File: src/rtl/freq_meter.sv
`default_nettype none
// ============================================================================
// Module      : freq_meter
// Description : Counts synchronized rising edges of sig_in over a fixed gate
//               window of GATE_CYCLES clk_in cycles. FREQ_METER_DUTY_EN adds
//               a high-time counter (high_cnt) for duty-cycle measurement.
// Revision    : 1.0 - initial release
// ============================================================================
module freq_meter #(
    parameter int GATE_CYCLES = 50_000_000,
    parameter int CNT_W       = 26
) (
    input  logic                                  clk_in,
    input  logic                                  rst_n,
    input  logic                                  start,
    input  logic                                  continuous,
    input  logic                                  sig_in,
    output logic                                  busy,
    output logic                                  valid,
    output logic [CNT_W-1:0]                      freq_cnt,
    output logic                                  overflow
`ifdef FREQ_METER_DUTY_EN
    ,
    output logic [$clog2(GATE_CYCLES+1)-1:0]      high_cnt
`endif
);

    localparam int GW = $clog2(GATE_CYCLES);
    localparam int HW = $clog2(GATE_CYCLES + 1);

    localparam logic [GW-1:0]    c_GATE_LAST = GW'(GATE_CYCLES - 1);
    localparam logic [CNT_W-1:0] c_CNT_MAX   = '1;

    localparam logic [1:0] c_IDLE  = 2'd0;
    localparam logic [1:0] c_GATE  = 2'd1;
    localparam logic [1:0] c_LATCH = 2'd2;

    logic [1:0]       state_q, state_d;
    logic             sync1_q, sync2_q, dly_q;
    logic [GW-1:0]    gate_q, gate_d;
    logic [CNT_W-1:0] edge_cnt_q, edge_cnt_d;
    logic             sat_q, sat_d;
    logic [CNT_W-1:0] freq_q, freq_d;
    logic             ovf_q, ovf_d;
    logic             valid_q, valid_d;
    logic             w_edge;
    logic             w_arm;
`ifdef FREQ_METER_DUTY_EN
    logic [HW-1:0]    acc_q, acc_d;
    logic [HW-1:0]    high_q, high_d;
`endif

    assign w_edge = sync2_q & ~dly_q;

    always_comb begin
        state_d    = state_q;
        gate_d     = gate_q;
        edge_cnt_d = edge_cnt_q;
        sat_d      = sat_q;
        freq_d     = freq_q;
        ovf_d      = ovf_q;
        valid_d    = 1'b0;
        w_arm      = 1'b0;
`ifdef FREQ_METER_DUTY_EN
        acc_d      = acc_q;
        high_d     = high_q;
`endif
        case (state_q)
            c_IDLE: begin
                if (start) begin
                    state_d = c_GATE;
                    w_arm   = 1'b1;
                end
            end
            c_GATE: begin
                gate_d = gate_q + 1'b1;
                // Saturate rather than wrap; the flag records that an edge was lost.
                if (w_edge) begin
                    if (edge_cnt_q == c_CNT_MAX) begin
                        sat_d = 1'b1;
                    end else begin
                        edge_cnt_d = edge_cnt_q + 1'b1;
                    end
                end
`ifdef FREQ_METER_DUTY_EN
                if (sync2_q) begin
                    acc_d = acc_q + 1'b1;
                end
`endif
                if (gate_q == c_GATE_LAST) begin
                    state_d = c_LATCH;
                end
            end
            c_LATCH: begin
                freq_d  = edge_cnt_q;
                ovf_d   = sat_q;
                valid_d = 1'b1;
`ifdef FREQ_METER_DUTY_EN
                high_d  = acc_q;
`endif
                if (continuous) begin
                    state_d = c_GATE;
                    w_arm   = 1'b1;
                end else begin
                    state_d = c_IDLE;
                end
            end
            default: begin
                state_d = c_IDLE;
            end
        endcase

        // A new gate always starts from cleared counters.
        if (w_arm) begin
            gate_d     = '0;
            edge_cnt_d = '0;
            sat_d      = 1'b0;
`ifdef FREQ_METER_DUTY_EN
            acc_d      = '0;
`endif
        end
    end

    always_ff @(posedge clk_in or negedge rst_n) begin
        if (!rst_n) begin
            state_q    <= c_IDLE;
            sync1_q    <= 1'b0;
            sync2_q    <= 1'b0;
            dly_q      <= 1'b0;
            gate_q     <= '0;
            edge_cnt_q <= '0;
            sat_q      <= 1'b0;
            freq_q     <= '0;
            ovf_q      <= 1'b0;
            valid_q    <= 1'b0;
`ifdef FREQ_METER_DUTY_EN
            acc_q      <= '0;
            high_q     <= '0;
`endif
        end else begin
            state_q    <= state_d;
            sync1_q    <= sig_in;
            sync2_q    <= sync1_q;
            dly_q      <= sync2_q;
            gate_q     <= gate_d;
            edge_cnt_q <= edge_cnt_d;
            sat_q      <= sat_d;
            freq_q     <= freq_d;
            ovf_q      <= ovf_d;
            valid_q    <= valid_d;
`ifdef FREQ_METER_DUTY_EN
            acc_q      <= acc_d;
            high_q     <= high_d;
`endif
        end
    end

    assign busy     = (state_q != c_IDLE);
    assign valid    = valid_q;
    assign freq_cnt = freq_q;
    assign overflow = ovf_q;
`ifdef FREQ_METER_DUTY_EN
    assign high_cnt = high_q;
`endif

endmodule
`default_nettype wire

File: config.mk
export PLATFORM = sky130hd
export DESIGN_NAME = freq_meter
export DESIGN_NICKNAME = d
export VERILOG_FILES = /design/src/rtl/freq_meter.sv
export SDC_FILE = /design/constraint.sdc
export NUM_CORES = 1
export LEC_CHECK = 0
export ABC_AREA = 1
export BUFFER_PORTS_ARGS = -buffer_cell sky130_fd_sc_hd__clkbuf_2
export CORE_UTILIZATION = 33
export CTS_BUF_LIST = sky130_fd_sc_hd__clkbuf_4
export DETAILED_ROUTE_END_ITERATION = 10
export HOLD_SLACK_MARGIN = 0.06
export PLACE_DENSITY = 0.53
export SYNTH_ARGS = -nofsm -noshare
export SYNTH_HDL_FRONTEND = slang
export SYNTH_SLANG_ARGS = --single-unit
File: constraint.sdc
create_clock -name clk_in -period 3.8 [get_ports clk_in]
set_input_delay 0.95 -clock clk_in [delete_from_list [all_inputs] [get_ports clk_in]]
set_output_delay 0.95 -clock clk_in [all_outputs]
set_load 0.005 [all_outputs]
==> reports/qor.csv, run 1 <==
stage,metric,value,unit
critical_path,"setup slack, reg-to-reg",1.73,ns
synthesis,"top cells by count, synth","211 x nand2_1, 86 x dfrtp_1, 81 x nor2_1",
floorplan,Die ar.,14500,sq um
clock_network,H-Tree Depth,3,
timing,fin crit period,2.10,ns
layout,filler cell count,1452,
clock_network,cts hold-fix bufs,0,
power_and_ir_drop,logic gate share of total power,7.7,%
global_route,Congestion Overflow GR,0,
critical_path,"Data arrival, critical path",1.15,ns
synthesis,top_reg_cell synth,dfrtp_1,
clock_network,"CTS clk-pin slew, worst paths",0.14,ns
critical_path,Critical Path Start Type,register,
placed_design,I/O Buffers,33,
layout,Area Overhead vs Synth,9.92,%
timing,endpoints failing hold,0,
floorplan,Chip Height,120,microns
routing,Residual DRC,0,
clock_network,worst skew pair latency,0.45,ns
synthesis,sequential fraction of the synthesis area,46.5,%
critical_path,crit end category,output pin,
power_and_ir_drop,power density cells,320,nW/um^2
job,max_cap viols,0,
synthesis,Post-synth EDFFs,0,
power_and_ir_drop,Clk network pwr share,31.0,%
global_route,first-pass GRT wire length,18.8,mm
floorplan,row count,42,
layout,final core utilization,37.8,%
floorplan,die width,120,microns
layout,fin area,5090,sq um
clock_network,clk buf depth,2,
run_status,outcome,"complete, no violations",
placed_design,Placer Congestion,0.865,
timing,FMAX,0.476,GHz
routing,DRT iter0 DRCs,208,
layout,final non-filler cell total,842,
routing,Via-to-Cell Ratio,4.74,
synthesis,area share of the largest cell type after synthesis,46.5,%
critical_path,"Req. time, crit path",2.85,ns
critical_path,Crit Path Category,register to output pin,
global_route,vias in the first global route,3801,
power_and_ir_drop,Seq pwr share,61.3,%
synthesis,Mapped Area,4630,sq um
synthesis,"Distinct cells, synth",35,
timing,Final WS setup,1.70,ns
clock_network,clock sinks,86,
synthesis,Synth warnings,0,
power_and_ir_drop,NetSw,0.442,mW
timing,max_slew headroom,66.5,%
clock_network,CTS root buf,clkbuf_4,
clock_network,Post-CTS Setup Bufs,0,
timing,worst hold margin,0.366,ns
synthesis,count of state elements after synthesis,86,
layout,share of cells above drive strength 1,11.4,%
floorplan,Initial Util,34.4,%
critical_path,CP max FO,3,
floorplan,IO Pins,34,
synthesis,synth top area cells,"dfrtp_1 46%, nand2_1 17%, nor2_1 6.6%",
floorplan,Core Area,13500,sq um
power_and_ir_drop,Pleak,2.94,nW
timing,Setup Total Neg Slack,0,ns
global_route,Global Route Usage Sum,16.5,%
synthesis,cell taking the most area after synthesis,dfrtp_1,
routing,WL/cell,13.0,microns
clock_network,total CTS buffers,9,
global_route,largest net degree at the start of global routing,46,
clock_network,CTS tree,yes,
synthesis,mean area per synthesized cell,7.38,sq um
timing,RSZ-0062 raised after global routing,no,
routing,First-pass DRT Iterations,4,
timing,Tightest Pin Transition,0.501,ns
routing,Post-Route WL,10.9,mm
synthesis,"count leader, synth",nand2_1,
synthesis,gate count after technology mapping,627,
worst_hold_path,Worst Hold Class,register to register,
placed_design,Post-Place Cells,826,
synthesis,Syn Nets,634,
timing,Clock Skew,0.0111,ns
synthesis,ys async rst share,100,%
routing,via count,3987,
layout,Final nets,668,
power_and_ir_drop,Sw Ratio,27.1,%
timing,Final setup viols,0,
clock_network,post-CTS sizing,0,
routing,remaining antenna violation count after routing,0,
timing,period utilization,55.3,%
power_and_ir_drop,maximum VDD drop,0.000105,V
power_and_ir_drop,total power,1.63,mW
placed_design,Post-Place Cell Area,4960,sq um
timing,Slew Limit Fails,0,
placed_design,Final HPWL DP,7.88,mm
power_and_ir_drop,P_int,1.19,mW
global_route,initial antenna violation count,1,
placed_design,dpl ws,1.66,ns
## power groups by stage
stage	logic [mW]	registers, mW	clock network (mW)
2_1_floorplan	0.0852	1.00	0
3_3_place_gp	0.125	1.01	0
3_5_place_dp	0.125	1.01	0
4_1_cts	0.126	0.997	0.525
5_1_grt	0.146	1.00	0.562
6_report	0.125	0.998	0.505
## sequential cells by signal, indices dropped and copies added, names as in the netlist
name	flops
edge_cnt_q	26
valid	1
sync1_q	1
overflow	1
state_q	2
dly_q	1
sat_q	1
sync2_q	1
freq_cnt	26
gate_q	26
## cells by family (layout without fill, tap and decap cells)
logic type / Yosys count / in the layout / synth area share (%)
xor gates and xnor gates: 13 / 13 / 2.46
other: 0 / 1 / 0
buffers and inverters: 89 / 127 / 8.00
adders and majority gates: 2 / 2 / 0.541
AOI/OAI and AO/OA: 42 / 42 / 4.95
DFF: 86 / 86 / 46.5
and+or+nand+nor: 395 / 395 / 37.6
## area by class of cell
cell class / count / area [sq um] / share of cell area (%)
sequential: 86 / 2150 / 42.3
multi-input combinational: 452 / 2110 / 41.5
inverter: 75 / 284 / 5.58
tap: 176 / 220 / 4.33
timing repair buffer: 37 / 198 / 3.89
clock buffer: 9 / 67.6 / 1.33
clock inverter: 6 / 53.8 / 1.06
antenna: 1 / 2.50 / 0.0492
## critical path, stage by stage, from the launching register on
cell	delay, ns
dfrtp_1	0.43
inv_2	0.09
nand2_1	0.07
clkbuf_2	0.11
## routing by layer
layer	GRT usage, %	vias to the layer above	wire [microns]
met1	24.0	1869	5780
met4	7.02	0	205
met2	24.0	73	4540
li1	-	2032	-
met5	0	-	0
met3	2.59	13	413
## layout by cell type, fill, tap and decap left out, types with 2 or more instances in the layout
master,count
xnor2_1,2
nand3_1,56
ha_1,2
dfrtp_1,86
nand4_1,21
nand2_2,14
clkbuf_2,32
inv_2,2
nand2_1,211
xor2_1,11
inv_1,71
o21bai_1,2
nor2_4,2
o21ai_0,28
clkinv_1,4
nor2_2,2
clkbuf_4,9
buf_4,5
nor2_1,81
a21oi_1,5
## path summary, 6_finish.rpt
check	start	end	cells after the start
worst max-delay path	state_q[1]$_DFFE_PN0P_	busy	3
worst min register to register	sync1_q$_DFF_PN0_	sync2_q$_DFF_PN0_	0
worst max register to register	edge_cnt_q[1]$_DFFE_PN0P_	edge_cnt_q[12]$_DFFE_PN0P_	10
worst min-delay path	sync1_q$_DFF_PN0_	sync2_q$_DFF_PN0_	0
max in group asynchronous	rst_n	edge_cnt_q[19]$_DFFE_PN0P_	2
min in group asynchronous	rst_n	edge_cnt_q[1]$_DFFE_PN0P_	1
Power figures use the tool's default switching activity.
==> run 2, diff against run 1 <==
- clock period: 3.8 -> 1.96 ns (I/O delays scaled with it)
==> run 2 against run 1 <==
  * Total power up 110%
  * Non-clock buffer count increased by 15
  * Die area unchanged
  * Sequential share of layout area fell by 1.7 points
  * Via count up 1.7%
  * Utilization grew 1.6 points
  * Sequential power up 93%
  * Register-to-register slack worse by 1.6 ns
  * Highest routed layer unchanged
  * Final area is 4.1% higher
  * Clock power grew to 2.5 times the previous value
  * Routed wire length grew 2.1%
  * Cell count increased by 2.0%
==> reports/qor.csv, run 2 (synthesis results as in run 1) <==
stage,metric,value,unit,change
run_status,outcome,"complete, no violations",,
placed_design,Final HPWL DP,8.19,mm,+4.0%
layout,"most common cell after layout, fill and taps aside",nand2_1,,
clock_network,"CTS clk-pin slew, worst paths",0.14,ns,about the same
timing,max_slew headroom,70.5,%,+4.1 points
routing,DRT iter0 DRCs,235,,+13%
placed_design,Placer Congestion,0.883,,+2.1%
critical_path,"Data arrival, critical path",2.15,ns,+1.00 ns
global_route,initial antenna violation count,1,,unchanged
clock_network,CTS tree,yes,,
global_route,vias in the first global route,3855,,+1.4%
floorplan,Chip Height,120,microns,unchanged
layout,Final nets,683,,+2.2%
routing,remaining antenna violation count after routing,0,,unchanged
timing,FMAX,0.557,GHz,
critical_path,FF-to-FF path depth,10,,unchanged
routing,Residual DRC,0,,unchanged
power_and_ir_drop,Pleak,3.05,nW,+3.6%
routing,First-pass DRT Iterations,4,,unchanged
placed_design,dpl ws,0.123,ns,-1.54 ns
clock_network,clock sinks,86,,unchanged
critical_path,crit end category,register,,
worst_hold_path,Hold Path Stages,1,,+1
clock_network,worst skew pair latency,0.46,ns,about the same
global_route,largest net degree at the start of global routing,46,,unchanged
critical_path,CP max FO,23,,+20
layout,final core utilization,39.4,%,+1.6 points
timing,period utilization,91.6,%,
floorplan,die width,120,microns,unchanged
worst_hold_path,Worst Hold Class,input port to register,,
layout,Area Overhead vs Synth,14.4,%,
critical_path,Critical Path Start Type,register,,
routing,Post-Route WL,11.2,mm,+2.1%
routing,Via-to-Cell Ratio,4.72,,-0.33%
global_route,Global Route Usage Sum,17.0,%,+0.56 points
layout,share of cells above drive strength 1,14.0,%,+2.5 points
timing,Tightest Pin Transition,0.440,ns,-0.0610 ns
floorplan,Die ar.,14500,sq um,unchanged
floorplan,Initial Util,34.4,%,unchanged
timing,Final WS setup,0.165,ns,-1.54 ns
global_route,first-pass GRT wire length,19.2,mm,+2.2%
clock_network,total CTS buffers,9,,unchanged
job,max_cap viols,0,,unchanged
floorplan,Core Area,13500,sq um,unchanged
critical_path,launch point of the worst reg-to-reg path,edge_cnt_q[1]$_DFFE_PN0P_,,
critical_path,"Req. time, crit path",2.32,ns,-0.53 ns
worst_hold_path,Hold Path End,sync1_q$_DFF_PN0_,,
clock_network,CTS root buf,clkbuf_4,,
critical_path,"setup slack, reg-to-reg",0.16,ns,-1.57 ns
global_route,Congestion Overflow GR,0,,unchanged
layout,"commonest non-fill, non-tap cells in the layout","211 x nand2_1, 86 x dfrtp_1, 81 x nor2_1",,
timing,fin crit period,1.80,ns,
routing,via count,4054,,+1.7%
timing,Slew Limit Fails,0,,unchanged
floorplan,IO Pins,34,,unchanged
floorplan,row count,42,,unchanged
timing,Final setup viols,0,,unchanged
placed_design,I/O Buffers,33,,unchanged
power_and_ir_drop,maximum VDD drop,0.000230,V,+120%
power_and_ir_drop,power density cells,652,nW/um^2,+100%
clock_network,H-Tree Depth,3,,unchanged
timing,endpoints failing hold,0,,unchanged
clock_network,clk buf depth,2,,unchanged
critical_path,Worst R2R End,edge_cnt_q[5]$_DFFE_PN0P_,,
timing,Clock Skew,0.0144,ns,+0.00335 ns
critical_path,Crit Path Category,register to register,,
worst_hold_path,Hold Crit Start,sig_in,,
routing,WL/cell,13.0,microns,about the same
==> run 2: worst max-delay path by stage <==
stage / from / end / slack, ns / depth (start not counted)
after detailed placement: edge_cnt_q[1]$_DFFE_PN0P_ / edge_cnt_q[6]$_DFFE_PN0P_ / 0.12 / 10
after floorplan: edge_cnt_q[0]$_DFFE_PN0P_ / edge_cnt_q[14]$_DFFE_PN0P_ / 0.31 / 11
final: edge_cnt_q[1]$_DFFE_PN0P_ / edge_cnt_q[5]$_DFFE_PN0P_ / 0.16 / 10
after global placement: edge_cnt_q[0]$_DFFE_PN0P_ / edge_cnt_q[0]$_DFFE_PN0P_ / 0.21 / 10
after CTS: edge_cnt_q[1]$_DFFE_PN0P_ / edge_cnt_q[5]$_DFFE_PN0P_ / 0.1 / 10
after global routing: edge_cnt_q[0]$_DFFE_PN0P_ / edge_cnt_q[0]$_DFFE_PN0P_ / -0.004 / 10
==> run 2: area by class of cell <==
type                       instances  area (sq um)
fill                            1460          8160
sequential                        86          2150
multi-input combinational        452          2110
timing repair buffer              52           338
inverter                          75           284
tap                              176           220
clock inverter                     6           110
clock buffer                      10          75.1
antenna                            2          5.00
==> run 2: report_power, final <==
group / internal, mW / switching, mW / leakage (nW)
Sequential: 1.85 / 0.0807 / 1.01
Clock: 0.657 / 0.619 / 0.0926
Combinational: 0.0870 / 0.159 / 1.94
==> run 2: metrics by stage <==
step	power [mW]	instance area, sq um	setup TNS [ns]	std cells	hold slack (ns)
4_1_cts	3.51	5270	0	855	0.0763
6_report	3.45	5300	0	859	0.120
3_3_place_gp	2.21	5080	0	838	0.337
3_5_place_dp	2.21	5080	0	838	0.336
5_1_grt	3.64	5300	-0.00438	859	0.0841
2_1_floorplan	2.11	4630	0	627	0.194
==> run 2: routing by layer <==
metal | track usage, % | routed length, microns | vias up
li1 | - | - | 2071
met1 | 25.2 | 5680 | 1873
met2 | 24.4 | 4700 | 99
met3 | 2.74 | 596 | 11
met4 | 7.33 | 192 | 0
met5 | 0 | 0 | -
==> run 2: what timing repair did <==
action / 4_1_cts / 5_1_grt
hold buffers: 1 / 0
gates resized for setup: 0 / 1
endpoints found under the setup margin: 0 / 25
buffers inserted: 0 / 2
endpoints found under the hold margin: 19 / 0
==> run 2: worst max-delay path: stages, from the launching register on <==
cell,delay [ns]
dfrtp_1,0.41
ha_2,0.23
nand2_2,0.09
nor2_4,0.16
nand2_4,0.09
nor2_8,0.17
nand3_4,0.13
nand2_8,0.12
inv_4,0.14
nand2_1,0.09
nand2_1,0.05
